File: src/rtl/reg_file_sb_pkg.sv
// regfile_pkg: shared defaults and helpers for the architectural register file.
//   DEF_DATA_W / DEF_ADDR_W : default register width and index width
//   nregs(addr_w)           : number of registers addressed by an addr_w index
//   reg_idx_t / reg_data_t  : index and data types at the default widths
package regfile_pkg;

  localparam int DEF_DATA_W = 16;
  localparam int DEF_ADDR_W = 4;

  function automatic int nregs(input int addr_w);
    return 32'sd1 << addr_w;
  endfunction

  typedef logic [DEF_ADDR_W-1:0] reg_idx_t;
  typedef logic [DEF_DATA_W-1:0] reg_data_t;

endpackage

File: src/rtl/reg_file_sb_write_decoder.sv
// write_decoder_param: index to one-hot wordline decoder with enable.
//   index    in  ADDR_W           selected line
//   enable   in  1                when low the wordline is all zero
//   wordline out 2**ADDR_W        one-hot of index, gated by enable
module write_decoder_param
  import regfile_pkg::*;
#(
  parameter int ADDR_W = DEF_ADDR_W
) (
  input  logic [ADDR_W-1:0]        index,
  input  logic                     enable,
  output logic [nregs(ADDR_W)-1:0] wordline
);

  // One-hot decode of index, suppressed when not enabled
  always_comb begin
    wordline = '0;
    if (enable) begin
      wordline[index] = 1'b1;
    end else begin
      wordline = '0;
    end
  end

endmodule

File: src/rtl/reg_file_sb.sv
// reg_file_sb: architectural register file with write-through bypass,
// optional hardwired-zero R0 and a per-register busy scoreboard.
//   clk, rst              clock; synchronous active-high reset
//   WriteReg/DstReg/DstData   writeback port
//   SrcReg1/SrcReg2       read indices; SrcData1/SrcData2 combinational data
//   SrcUse1/SrcUse2       qualify source hazards
//   IssueValid/IssueReg   decode issue of a new producer
//   Stall                 RAW/WAW hazard against in-flight producers
//   BusyVec               busy bit per register
module reg_file_sb
  import regfile_pkg::*;
#(
  parameter int DATA_W  = DEF_DATA_W,
  parameter int ADDR_W  = DEF_ADDR_W,
  parameter bit ZERO_R0 = 1'b1,
  parameter bit BYPASS  = 1'b1
) (
  input  logic                     clk,
  input  logic                     rst,
  input  logic                     WriteReg,
  input  logic [ADDR_W-1:0]        DstReg,
  input  logic [DATA_W-1:0]        DstData,
  input  logic [ADDR_W-1:0]        SrcReg1,
  input  logic [ADDR_W-1:0]        SrcReg2,
  input  logic                     SrcUse1,
  input  logic                     SrcUse2,
  input  logic                     IssueValid,
  input  logic [ADDR_W-1:0]        IssueReg,
  output logic [DATA_W-1:0]        SrcData1,
  output logic [DATA_W-1:0]        SrcData2,
  output logic                     Stall,
  output logic [nregs(ADDR_W)-1:0] BusyVec
);

  localparam int NUM_REGS = nregs(ADDR_W);

  // R0 can never hold a busy bit when it is hardwired to zero.
  localparam logic [NUM_REGS-1:0] BUSY_MASK =
    ZERO_R0 ? {{(NUM_REGS-1){1'b1}}, 1'b0} : {NUM_REGS{1'b1}};

  logic [DATA_W-1:0]   regs [NUM_REGS];
  logic [NUM_REGS-1:0] busy;
  logic [NUM_REGS-1:0] wr_line;
  logic [NUM_REGS-1:0] iss_line;
  logic [NUM_REGS-1:0] fwd_line;
  logic [NUM_REGS-1:0] beff;
  logic                we;
  logic                iss;

  // Writes to a hardwired R0 are dropped before decode.
  assign we = WriteReg && !(ZERO_R0 && (DstReg == '0));

  write_decoder_param #(.ADDR_W(ADDR_W)) u_wr_dec (
    .index    (DstReg),
    .enable   (we),
    .wordline (wr_line)
  );

  // Without bypass a register being written this cycle still looks busy.
  assign fwd_line = BYPASS ? wr_line : '0;
  assign beff     = busy & ~fwd_line;

  assign Stall = (SrcUse1 && beff[SrcReg1]) ||
                 (SrcUse2 && beff[SrcReg2]) ||
                 (IssueValid && beff[IssueReg]);

  assign iss = IssueValid && !Stall && !(ZERO_R0 && (IssueReg == '0));

  write_decoder_param #(.ADDR_W(ADDR_W)) u_iss_dec (
    .index    (IssueReg),
    .enable   (iss),
    .wordline (iss_line)
  );

  assign BusyVec = busy;

  // Read port 1: zero register, then forwarded writeback, then array
  always_comb begin
    SrcData1 = '0;
    if (ZERO_R0 && (SrcReg1 == '0)) begin
      SrcData1 = '0;
    end else if (fwd_line[SrcReg1]) begin
      SrcData1 = DstData;
    end else begin
      SrcData1 = regs[SrcReg1];
    end
  end

  // Read port 2: zero register, then forwarded writeback, then array
  always_comb begin
    SrcData2 = '0;
    if (ZERO_R0 && (SrcReg2 == '0)) begin
      SrcData2 = '0;
    end else if (fwd_line[SrcReg2]) begin
      SrcData2 = DstData;
    end else begin
      SrcData2 = regs[SrcReg2];
    end
  end

  // Register array and scoreboard update; issue set overrides writeback clear
  always_ff @(posedge clk) begin
    if (rst) begin
      for (int i = 0; i < NUM_REGS; i++) begin
        regs[i] <= '0;
      end
      busy <= '0;
    end else begin
      for (int i = 0; i < NUM_REGS; i++) begin
        if (wr_line[i]) begin
          regs[i] <= DstData;
        end
      end
      busy <= ((busy & ~wr_line) | iss_line) & BUSY_MASK;
    end
  end

endmodule

File: config.mk
export PLATFORM = sky130hd
export DESIGN_NAME = reg_file_sb
export DESIGN_NICKNAME = d
export VERILOG_FILES = /design/src/rtl/reg_file_sb_pkg.sv /design/src/rtl/reg_file_sb_write_decoder.sv /design/src/rtl/reg_file_sb.sv
export SDC_FILE = /design/constraint.sdc
export NUM_CORES = 1
export LEC_CHECK = 0
export CAP_MARGIN = 20
export CELL_PAD_IN_SITES_DETAIL_PLACEMENT = 0
export CELL_PAD_IN_SITES_GLOBAL_PLACEMENT = 2
export CORE_UTILIZATION = 47
export DETAILED_ROUTE_END_ITERATION = 10
export MAX_ROUTING_LAYER = met4
export PLACE_DENSITY = 0.84
export SLEW_MARGIN = 0
export SYNTH_ARGS = -nofsm -noshare
export SYNTH_HDL_FRONTEND = slang
export SYNTH_SLANG_ARGS = --single-unit
export TNS_END_PERCENT = 1
File: constraint.sdc
create_clock -name clk -period 9.9 [get_ports clk]
set_input_delay 1.98 -clock clk [delete_from_list [all_inputs] [get_ports clk]]
set_output_delay 1.98 -clock clk [all_outputs]
set_load 0.02 [all_outputs]
==> impl_metrics.ini <==
[status]
status = finished, final reports clean

[floorplan]
core_um2 = 29800
dieHeight_um = 176.4
die_area_um2 = 31120
num_rows = 63
die_w_um = 176.4
initial_core_util_pct = 47.98
io_pins = 87

[power]
p_leak_uw = 0.005510
p_per_area_nw_per_um2 = 171.7
vdd_drop_max_uv = 139.9

[cells_and_area]
multiInputGateArea_um2 = 5976
nFillCells = 2439
diodes = 0
drive_above_1_share_pct = 24.71
seq_area_um2 = 7988
nets = 1068
syn_to_final_growth_pct = 15.32

[grt]
antenna_found_initial = 0
gr-total-overflow = 0
grt_pass1_vias = 9329
grt_pass1_wl_um = 61960
gr-usage-all-layers_pct = 28.61
grt_max_degree = 49

[critical_path]
reg2regPathDepth = 7
timing.critical_path.slowest_stage_cell = or2_1
max_stage_delay_ns = 0.87
critPathCapture = Stall
rr_startpoint = BusyVec[9]
worstPathArrival_ns = 5.77
start_kind = input port
path_buf_inv = 2
r2r_end = BusyVec[15]
critPathCaptureType = output pin
r2r_slack_ns = 7.73
critical_path_class = input port to output pin
startpoint = DstReg[1]
cp_top_family = buffers and inverters
cp.depth = 8
crit_fanout = 19
cp_common_cell = clkdlybuf4s50_1
path_cells = clkdlybuf4s50_1 > nand2b_1 > or2_1 > nand3_1 > a2bb2oi_1 > a31oi_1 > o211ai_4 > clkdlybuf4s50_1
critPathRequiredTime_ns = 7.92

[yosys]
yosys-mux-area-fraction_pct = 27.68
synthCells = 947
yosysMostFrequentCell = edfxtp_1
netlist.area_leader.share_pct = 53.78
synth.distinct_cells = 53
synth_compound_area_share_pct = 4.289
synthTopCellsByCount = edfxtp_1, nor2_1, mux4_2
ys_seq_area_share_pct = 55.88
synth_seq_cells = 271
synth_edf_count = 256
yosysTopAreaCell = edfxtp_1
synth_area_um2 = 14290
yosys_warnings = 0
avgSynthCellArea_um2 = 15.09
synth_xor_area_share_pct = 0.4902
synthSimpleGateAreaFrac_pct = 8.534
synth_top_family_by_area = multiplexers
ys_async_sr_fraction_pct = 0
synth_ff_type = edfxtp_1
synth.top_cells.by_area = edfxtp_1, mux4_2, nor2_1
synth_fa_ha_area_share_pct = 0

[sta]
fmax_mhz = 129.1
finClkSkew_ns = 0.005541
tightest_slew_ns = 1.151
period_needed_ns = 7.746
worst_slack_ns = 2.154
finalSetupViolCount = 0
relSlewSlack_pct = 23.03
whs_ns = 0.5477
grt_setup_unrepaired = false
hold_violations = 0
drv_slew = 0
tns_ns = 0
fin_crit_sh_pct = 78.24

[clocking]
post_cts_buffers = 0
cts_resized = 0
path_clk_slew_ns = 0.06
clk_path_buf_depth = 3
cts_buffers = 29
root_buffer = clkbuf_16
htree_levels = 1
tritoncts = done
cts_sinks = 271
ctsHoldBuffers = 0
clk_latency_ns = 0.56

[drt]
wire_per_inst_um = 29.01
viasPerCell = 6.422
wl_um = 41830
drc_errors = 0
vias = 9260
drtPass1Iterations = 5
dr.first_iter.drc_count = 1128
postRouteAntennaNets = 0

[placed_design]
numPortBuffers = 85
dp_hpwl_um = 25820
pre_cts_slack_ns = 2.227
place.gp.congestion = 0.8317

[worst_hold_path]
min_path_type = register to register

[flow_run]
drv_cap = 0
[layout by cell type (no fill, tap or decap), types with 17 or more instances in the layout]
cell,n
buf_4,31
nor2_1,185
edfxtp_1,256
inv_1,27
conb_1,17
clkdlybuf4s50_1,79
nand2_1,40
clkbuf_16,29
mux2i_1,33
mux4_2,161
[cells by family (layout without fill, tap and decap cells)]
group,count (synthesis),in the layout
AND/OR/NAND/NOR,286,286
flip-flops,271,271
multiplexers,194,194
buffers and inverters,107,196
AO/OA/AOI/OAI,80,80
XOR/XNOR,8,8
other,1,17
[worst register-to-register path, cell delays in order (launching register included)]
cell	delay (ns)
dfxtp_1	0.38
mux4_2	0.46
o311ai_0	0.13
a21boi_0	0.15
a211oi_1	0.24
a211o_1	0.18
o211ai_4	0.25
o31ai_2	0.30
[worst min path at each step]
| stage | start | to | slack [ns] | cells after the start |
|---|---|---|---|---|
| 6_report | BusyVec[4] | BusyVec[4] | 0.55 | 2 |
| 5_1_grt | BusyVec[6] | BusyVec[6] | 0.57 | 2 |
| 4_1_cts | BusyVec[6] | BusyVec[6] | 0.54 | 2 |
| 3_5_place_dp | BusyVec[4] | BusyVec[4] | 0.53 | 2 |
| 3_3_place_gp | BusyVec[6] | BusyVec[6] | 0.53 | 2 |
| 2_1_floorplan | BusyVec[4] | BusyVec[4] | 0.58 | 2 |
[registers in the layout, indices dropped and copies added, names as in the netlist]
signal,count
BusyVec,15
regs,256
[area by class of cell]
type	instances	share of cell area, %
Timing Repair Buffer	114	6.527
Tap cell	390	2.960
Clock buffer	37	4.584
Multi-Input combinational cell	585	36.25
Inverter	29	0.6603
Sequential cell	271	48.46
Clock inverter	16	0.5617
[where the power goes]
part	switching (µW)	internal [µW]
Sequential	36.8	1340
Combinational	250	222
Clock	443	540
[routing by layer]
metal | track usage [%] | vias up | share of wire, %
met5 | - | - | 0
met4 | 6.214 | 0 | 1.8
met3 | 2.756 | 67 | 8.4
met2 | 46.59 | 485 | 50
met1 | 39.45 | 4815 | 40
li1 | - | 3893 | -
[through the flow]
step                      instance area (µm²)  std cells  utilization, %  total power, µW
final                                   16480       1442           55.32             2831
after global routing                    16480       1442           55.32             2920
after CTS                               16470       1441           55.27             2844
after detailed placement                15620       1388           52.43             1872
after global placement                  15590       1387           52.33             1860
after floorplan                         14360        963               -             1685
Note: power is estimated with default switching activity, not from simulation.
